[src/rtl/fetch_pkg.sv]
// fetch_pkg: shared constants and the fetch-buffer entry type
// used by the instruction-fetch stage.
package fetch_pkg;

    localparam int          XLEN        = 32;
    localparam int          INSTR_BYTES = 4;
    localparam logic [31:0] NOP         = 32'h0000_0013;

    typedef struct packed {
        logic [XLEN-1:0] instr;
        logic [XLEN-1:0] pc;
    } fetch_entry_t;

endpackage

[src/rtl/fetch_fifo.sv]
// fetch_fifo: power-of-two circular buffer of fetched entries with
// synchronous push/pop/flush; flush wins over push.
module fetch_fifo
    import fetch_pkg::*;
#(
    parameter int  DEPTH = 4,
    parameter type T     = fetch_entry_t,
    localparam int AW    = $clog2(DEPTH),
    localparam int CW    = AW + 1
) (
    input  logic          clk,
    input  logic          rst_n,
    input  logic          flush_i,
    input  logic          push_i,
    input  T              push_data_i,
    input  logic          pop_i,
    output T              head_o,
    output logic [CW-1:0] count_o,
    output logic          empty_o,
    output logic          full_o
);

    localparam logic [CW-1:0] FULL_CNT = CW'(DEPTH);

    T              mem_q [DEPTH];
    logic [AW-1:0] wr_q;
    logic [AW-1:0] rd_q;
    logic [CW-1:0] cnt_q;
    logic          do_push;
    logic          do_pop;

    assign empty_o = (cnt_q == '0);
    assign full_o  = (cnt_q == FULL_CNT);
    assign count_o = cnt_q;
    assign head_o  = mem_q[rd_q];

    // A pop frees the slot in the same edge, so push-at-full is legal.
    assign do_pop  = pop_i && !empty_o;
    assign do_push = push_i && (!full_o || do_pop);

    always_ff @(posedge clk or negedge rst_n) begin
        if (!rst_n) begin
            wr_q  <= '0;
            rd_q  <= '0;
            cnt_q <= '0;
        end else if (flush_i) begin
            wr_q  <= '0;
            rd_q  <= '0;
            cnt_q <= '0;
        end else begin
            if (do_push) wr_q <= wr_q + 1'b1;
            if (do_pop)  rd_q <= rd_q + 1'b1;
            cnt_q <= cnt_q + CW'(do_push) - CW'(do_pop);
        end
    end

    always_ff @(posedge clk) begin
        if (do_push && !flush_i) mem_q[wr_q] <= push_data_i;
    end

endmodule

[src/rtl/fetch_unit.sv]
// fetch_unit: PC, credit-based issue to a 1-cycle imem, epoch tagging
// for redirects; FETCH_PERF_EN adds pop/stall counters.
module fetch_unit #(
    parameter int              XLEN       = fetch_pkg::XLEN,
    parameter logic [XLEN-1:0] RESET_PC   = '0,
    parameter int              FIFO_DEPTH = 4
) (
    input  logic            clk,
    input  logic            reset,
    output logic            imem_req_valid,
    output logic [XLEN-1:0] imem_req_addr,
    input  logic [XLEN-1:0] imem_rsp_data,
    input  logic            redirect_valid,
    input  logic [XLEN-1:0] redirect_pc,
    output logic            instr_valid,
    input  logic            instr_ready,
    output logic [XLEN-1:0] instr,
    output logic [XLEN-1:0] instr_pc
`ifdef FETCH_PERF_EN
    ,
    output logic [31:0]     perf_fetched,
    output logic [31:0]     perf_stall
`endif
);

    import fetch_pkg::*;

    localparam int              CW      = $clog2(FIFO_DEPTH) + 1;
    localparam logic [CW:0]     DEPTH_W = (CW+1)'(FIFO_DEPTH);
    localparam logic [XLEN-1:0] STEP    = XLEN'(INSTR_BYTES);

    typedef struct packed {
        logic [XLEN-1:0] instr;
        logic [XLEN-1:0] pc;
    } entry_t;

    logic [XLEN-1:0] pc_q;
    logic [XLEN-1:0] pc_d;
    logic [XLEN-1:0] ifl_pc_q;
    logic [XLEN-1:0] ifl_pc_d;
    logic            ifl_q;
    logic            ifl_d;
    logic            ifl_ep_q;
    logic            ifl_ep_d;
    logic            epoch_q;
    logic            epoch_d;

    logic [XLEN-1:0] redir_addr;
    logic            pop;
    logic            push;
    logic            credit_ok;
    logic [CW:0]     occ;
    logic [CW-1:0]   count;
    logic            empty;
    logic            full;
    entry_t          push_entry;
    entry_t          head;

    assign redir_addr = {redirect_pc[XLEN-1:2], 2'b00};

    assign instr_valid = !empty;
    assign pop         = instr_valid && instr_ready;
    assign instr       = instr_valid ? head.instr : '0;
    assign instr_pc    = instr_valid ? head.pc    : '0;

    // Slots left after this cycle's pop must cover the in-flight word too.
    assign occ = {1'b0, count}
               - {{CW{1'b0}}, pop}
               + {{CW{1'b0}}, ifl_q};
    assign credit_ok = (occ < DEPTH_W);

    assign imem_req_valid = reset && (redirect_valid || credit_ok);
    assign imem_req_addr  = redirect_valid ? redir_addr : pc_q;

    assign push             = ifl_q && (ifl_ep_q == epoch_q);
    assign push_entry.instr = imem_rsp_data;
    assign push_entry.pc    = ifl_pc_q;

    always_ff @(posedge clk or negedge reset) begin
        if (!reset) begin
            pc_q     <= RESET_PC;
            ifl_q    <= 1'b0;
            ifl_pc_q <= '0;
            ifl_ep_q <= 1'b0;
            epoch_q  <= 1'b0;
        end else begin
            pc_q     <= pc_d;
            ifl_q    <= ifl_d;
            ifl_pc_q <= ifl_pc_d;
            ifl_ep_q <= ifl_ep_d;
            epoch_q  <= epoch_d;
        end
    end

    always_comb begin
        pc_d     = pc_q;
        epoch_d  = epoch_q;
        ifl_d    = imem_req_valid;
        ifl_pc_d = imem_req_addr;
        if (redirect_valid) begin
            epoch_d = ~epoch_q;
            pc_d    = redir_addr + STEP;
        end else if (imem_req_valid) begin
            pc_d = pc_q + STEP;
        end
        ifl_ep_d = epoch_d;
    end

    fetch_fifo #(
        .DEPTH (FIFO_DEPTH),
        .T     (entry_t)
    ) u_fifo (
        .clk         (clk),
        .rst_n       (reset),
        .flush_i     (redirect_valid),
        .push_i      (push),
        .push_data_i (push_entry),
        .pop_i       (pop),
        .head_o      (head),
        .count_o     (count),
        .empty_o     (empty),
        .full_o      (full)
    );

    a_no_overflow : assert property (
        @(posedge clk) disable iff (!reset)
        (push && full && !redirect_valid) |-> pop
    );

`ifdef FETCH_PERF_EN
    logic [31:0] fetched_q;
    logic [31:0] stall_q;

    // A redirect cycle delivers nothing to decode, so it is not counted.
    always_ff @(posedge clk or negedge reset) begin
        if (!reset) begin
            fetched_q <= '0;
            stall_q   <= '0;
        end else if (!redirect_valid) begin
            if (pop)                         fetched_q <= fetched_q + 32'd1;
            if (instr_valid && !instr_ready) stall_q   <= stall_q + 32'd1;
        end
    end

    assign perf_fetched = fetched_q;
    assign perf_stall   = stall_q;
`endif

endmodule

[config.mk]
export PLATFORM = sky130hd
export DESIGN_NAME = fetch_unit
export DESIGN_NICKNAME = d
export VERILOG_FILES = /design/src/rtl/fetch_pkg.sv /design/src/rtl/fetch_fifo.sv /design/src/rtl/fetch_unit.sv
export SDC_FILE = /design/constraint.sdc
export NUM_CORES = 1
export LEC_CHECK = 0
export ABC_CLOCK_PERIOD_IN_PS = 4200
export CAP_MARGIN = 30
export CORE_MARGIN = 5
export CORE_UTILIZATION = 55
export DETAILED_ROUTE_END_ITERATION = 10
export PLACE_DENSITY = 0.79
export SYNTH_ARGS = -nofsm -noshare
export SYNTH_HDL_FRONTEND = slang
export SYNTH_SLANG_ARGS = --single-unit
[constraint.sdc]
create_clock -name clk -period 4.2 [get_ports clk]
set_clock_uncertainty 0.2 [all_clocks]
set_input_delay 0.84 -clock clk [delete_from_list [all_inputs] [get_ports clk]]
set_output_delay 0.84 -clock clk [all_outputs]
set_load 0.02 [all_outputs]
==> flow_summary.toml, run 1 <==
[status]
status = "finished clean"

[logic_synthesis]
synth_edf_count = 248
synth_xor_xnor_area_share_pct = 1.55
yosys_warnings = 0
synth_cell_types = 53
synth_compound_area_share_pct = 3.08
yosysSeqAreaShare_pct = 70.5
synthSimpleGateAreaFrac_pct = 8.40
avgSynthCellArea_um2 = 17.3
synthAdderAreaFrac_pct = 1.02
synth_ff_type = "edfxtp_1"
ys_ff_latch = 316
async_flop_share_pct = 21.5
synth_top_family_by_area = "multiplexers"
syn_inst = 750
muxShareOfSynthArea_pct = 13.4
syn_area_um2 = 13000

[critical_path]
start_kind = "register"
path_max_fanout = 6
r2r-start = "u_fifo.count_o[2]"
worst_ep_required_time_ns = 3.16
rrSetupSlack_ns = 0.60
regToRegEndpoint = "pc_q[3]"
crit_type = "register to primary output"
crit_arrival_ns = 2.93
ff2ff_path_depth = 11
endpoint_kind = "primary output"

[clock_tree]
cts_tree = "done"
cts_buffers = 31
clkLatencyLatePin_ns = 0.55
clock_sinks = 316
root_buffer = "clkbuf_16"
cts.clk_slew.worst_paths_ns = 0.06
cts_buffer_depth = 3
h-tree-depth = 1

[min_path]
whs_path_depth = 2
hold-path-endpoint = "pc_q[31]"
hold_path_class = "register to register"
min-delay-start = "pc_q[31]"

[cells_and_area]
multiInputGateArea_um2 = 3590
regArea_um2 = 9150
final_cell_mix = "edfxtp_1, clkdlybuf4s50_1, dfrtp_1, and2_1, mux4_2"
diodes = 0
final_nets = 1011
layout.cells.non_filler = 1277
layout_commonest_cell = "edfxtp_1"
syn_to_final_growth_pct = 24.0
fill_cells = 1557
drive_above_1_share_pct = 19.1

[placement]
hpwl_mm = 15.8
port_buffers = 159
placed_cells = 1215
preCtsSetupSlack_ns = -0.0938
routabilityCongestion = 0.877

[route]
viasPerCell = 5.58
drc_errors = 0
ant_nets = 0
vias = 7131
drt_wl_total_mm = 25.4
drt_iter0_markers = 557
dr.pass1.iters = 5
detail_route.wl_per_cell_um = 19.9

[floorplanning]
fp.dieArea_um2 = 26800
dieWidth_um = 164
die_h_um = 164
coreArea_um2 = 23300
start_util_pct = 55.6
num_rows = 56
io_pins = 166

[pwr]
power.total_mw = 10.5
p_leak_nw = 5.52
peakVddDrop_mv = 0.400
p_per_area_nw_per_um2 = 651

[flow_run]
maxCapViolations = 0

[global_route]
grt_pass1_vias = 7378
antenna_found_initial = 0
grt_first_pass_wirelength_mm = 40.1
gr-total-overflow = 0
grt_max_degree = 64
track_usage_pct = 19.0

[timing]
fmax_mhz = 252
rsz0062_at_grt = "no"
maxSlewHeadroom_pct = 35.4
finalSetupViolations = 0
layout_setup_ws_ns = 0.230
tightestPinTransition_ns = 0.969
slew_viol_final = 0
hold_viol = 0
tns_ns = 0
final.period_utilization_pct = 94.5
fin_crit_ns = 3.97
[flip-flops by register name, indices dropped and copies added, names as in the netlist]
signal / cells
u_fifo.count_o: 3
pc_q: 30
u_fifo.mem_q: 248
u_fifo.wr_q: 2
ifl_q: 1
u_fifo.rd_q: 2
ifl_pc_q: 30
[worst max-delay path, cell delays in order (launching register included)]
cell and delay, ns:
dfrtp_1 0.43, or3_2 0.45, and2_1 0.19, ha_1 0.19, inv_1 0.05, ha_1 0.21, and3b_1 0.19, buf_4 0.14
o21ai_1 0.11, o41ai_1 0.09, o21a_1 0.18, clkbuf_2 0.15
[layout make-up]
class | instances | area share [%]
clock buffers | 49 | 5.93
clock inverters | 9 | 0.373
inverters | 15 | 0.350
multi-input cells | 380 | 22.3
flip-flops and latches | 316 | 56.9
well taps | 319 | 2.48
repair buffers | 189 | 11.6
[synth_stat cells (10+ instances only)]
library cell    n  area [um2]
edfxtp_1      248        7450
mux2_2         27         304
inv_1          15        56.3
and2_1         69         432
nand4_1        14        87.6
xnor2_1        11        96.3
nor2_1         21        78.8
clkbuf_1       24        90.1
mux4_2         62        1400
a21oi_1        22         110
dfrtp_1        68        1700
nand2_1        31         116
o21ai_0        10        50.1
nand3_1        18        90.1
xor2_1         12         105
[where the power goes]
part	internal, mW	leakage, nW	switching [mW]
logic	1.75	1.98	1.82
clock network	1.56	0.502	1.12
registers	3.91	3.04	0.315
[metrics by stage]
step	instance area [um2]	hold WS, ns	utilization (%)
CTS	16000	0.281	68.7
floorplan	13000	0.245	-
global placement	15000	0.267	64.3
finish	16100	0.275	69.0
detailed placement	15000	0.265	64.3
global route	16100	0.302	69.0
[how the worst max path moves through the flow]
stage                            from                  end  slack, ns  cells after the start
floorplan              redirect_valid  u_fifo.mem_q[0][10]       0.12                      8
global placement          instr_ready       imem_req_valid      -0.04                      9
detailed placement        instr_ready       imem_req_valid      -0.09                      9
CTS                 u_fifo.count_o[1]       imem_req_valid       0.02                     11
global route        u_fifo.count_o[0]       imem_req_valid       0.03                      9
finish              u_fifo.count_o[2]       imem_req_valid       0.23                     11
[per-layer routing]
layer,vias to the layer above,share of wire [%],GRT usage (%)
li1,3263,-,-
met5,-,0,0
met3,30,5.6,2.67
met1,3631,44,27.6
met4,0,1.3,3.55
met2,207,49,31.6
[cell families after synthesis]
logic type	Yosys count
buffers and inverters	57
multiplexers	93
flip-flops	316
adder cells (fa/ha/maj)	10
AND/OR/NAND/NOR	189
other	1
XOR/XNOR	23
AO/OA/AOI/OAI	61
[what timing repair did]
item | CTS | global route
resized for setup | 2 | 2
setup buffers | 1 | 0
endpoints found under the hold margin | 3 | 0
hold buffers | 1 | 0
setup endpoints to repair | 1 | 1
(Power assumes the default switching activity.)
==> inputs of run 2 (changes only) <==
ABC_CLOCK_PERIOD_IN_PS = not set   (was 4200)
CORE_MARGIN = 2   (was 5)
CTS_CLUSTER_SIZE = 20   (was not set)
==> flow_summary.toml, run 2 (same netlist as run 1, synthesis figures left out) <==
[critical_path]
ff2ff_path_depth = 13
crit_start = "u_fifo.count_o[1]"
crit_type = "register to primary output"
rrSetupSlack_ns = 0.69
r2r-start = "u_fifo.count_o[1]"
slowest_stage = "or3_2"
path_common_cell = "ha_1"
slowest_delay_ns = 0.49
endpoint_kind = "primary output"
crit_chain = "or3_2, and2_1, ha_1, inv_1, ha_1, and3b_1, buf_4, o21ai_1, o41ai_1, o21a_1, clkdlybuf4s15_2"
start_kind = "register"
worst_ep_required_time_ns = 3.16
crit_arrival_ns = 3.02
path_max_fanout = 2
crit_path_end = "imem_req_valid"
regToRegEndpoint = "pc_q[14]"

[route]
ant_nets = 0
drt_wl_total_mm = 24.8
dr.pass1.iters = 5
drt_iter0_markers = 406
detail_route.wl_per_cell_um = 19.4
viasPerCell = 5.61
drc_errors = 0
vias = 7161

[cells_and_area]
reg.largest.list = "u_fifo.mem_q (248), ifl_pc_q (30), pc_q (30)"
layout_commonest_cell = "edfxtp_1"
diodes = 0
largest_register_ffs = 248
final_core_utilization_pct = 69.2
drive_above_1_share_pct = 19.1
final_cell_mix = "edfxtp_1, clkdlybuf4s50_1, and2_1, dfrtp_1, mux4_2"
top_register = "u_fifo.mem_q"
final_nets = 1011
syn_to_final_growth_pct = 24.3

[clock_tree]
cts_buffers = 31
clock_sinks = 316
clkLatencyLatePin_ns = 0.54
root_buffer = "clkbuf_16"
h-tree-depth = 1
cts.clk_slew.worst_paths_ns = 0.06
cts_tree = "done"
cts_buffer_depth = 3

[floorplanning]
io_pins = 166
fp.dieArea_um2 = 24800
dieWidth_um = 158
coreArea_um2 = 23300
start_util_pct = 55.6
die_h_um = 158
num_rows = 56

[timing]
slew_viol_final = 0
tightestPinTransition_ns = 0.952
rsz0062_at_grt = "no"
final.period_utilization_pct = 96.7
maxSlewHeadroom_pct = 36.5
fin_crit_ns = 4.06
hold_viol = 0
finalSetupViolations = 0
fmax_mhz = 246

[placement]
hpwl_mm = 15.4
routabilityCongestion = 0.887
port_buffers = 159

[status]
status = "finished clean"

[pwr]
p_leak_nw = 5.53
power.total_mw = 10.5
p_per_area_nw_per_um2 = 648
peakVddDrop_mv = 0.385

[global_route]
grt_max_degree = 64
track_usage_pct = 20.2
antenna_found_initial = 0
gr-total-overflow = 0
grt_pass1_vias = 7162
grt_first_pass_wirelength_mm = 38.9

[min_path]
min-delay-start = "pc_q[31]"
hold_path_class = "register to register"

[flow_run]
maxCapViolations = 0
==> run 2: changes by cell type in the layout (fill, tap and decap cells not counted), moves of 2 or more <==
| cell | change |
|---|---|
| clkbuf_8 | -3 |
| dfrtp_2 | +2 |
| buf_12 | +2 |
| bufinv_16 | +2 |
| clkbuf_1 | -2 |
| buf_4 | -3 |
| clkinv_2 | +3 |
| clkinv_1 | +4 |
| dfrtp_1 | -2 |
==> run 2: per-layer routing <==
| layer | track usage [%] | share of wire [%] | wire, um |
|---|---|---|---|
| met1 | 29.7 | 45 | 11100 |
| met2 | 32.9 | 48 | 12000 |
| met3 | 3.26 | 5.8 | 1440 |
| met4 | 4.07 | 1.2 | 304 |
| met5 | 0 | 0 | 0 |
==> run 2: through the flow <==
stage / std cells / area [um2] / setup TNS, ns / setup WS [ns] / hold WS [ns]
6_report: 1277 / 16100 / 0 / 0.138 / 0.282
3_5_place_dp: 1214 / 15000 / -0.0607 / -0.0607 / 0.271
4_1_cts: 1273 / 16000 / 0 / 0.0149 / 0.285
2_1_floorplan: 753 / 13000 / 0 / 0.123 / 0.245
5_1_grt: 1277 / 16100 / 0 / 0.00186 / 0.306
3_3_place_gp: 1214 / 15000 / -0.0407 / -0.0407 / 0.268
==> run 2: power by group <==
part	total (mW)	switching, mW	leakage [nW]	internal, mW
combinational	3.54	1.79	1.99	1.75
sequential	4.24	0.323	3.04	3.92
clock	2.67	1.09	0.503	1.58
==> run 2: worst max-delay path: cells and delay by family, from the launching register on <==
family          cells  cell delay, ns
fa+ha+maj           2            0.40
buf+inv             3            0.43
flops               1            0.40
compound gates      3            0.39
simple gates        3            0.85
==> run 2: area by class of cell <==
type	instances	area, um2
flip-flops and latches	316	9160
fillers	1551	7200
multi-input cells	380	3590
repair buffers	189	1920
clock buffers	43	881
well taps	319	399
clock inverters	15	128
inverters	15	56.3
==> run 2: repair_timing <==
item / 4_1_cts / 5_1_grt
endpoints found under the setup margin: 1 / 1
buffers inserted: 0 / 1
hold buffers: 1 / 0
endpoints found under the hold margin: 1 / 0
resized for setup: 4 / 2
==> run 2: worst min-delay path by stage <==
stage                     slack (ns)                   to  cells after the start
final                           0.28             pc_q[31]                      2
after global placement          0.27   u_fifo.mem_q[3][4]                      0
after CTS                       0.28             pc_q[31]                      2
after detailed placement        0.27             pc_q[31]                      2
after floorplan                 0.24             pc_q[30]                      2
after global routing            0.31  u_fifo.mem_q[2][26]                      0
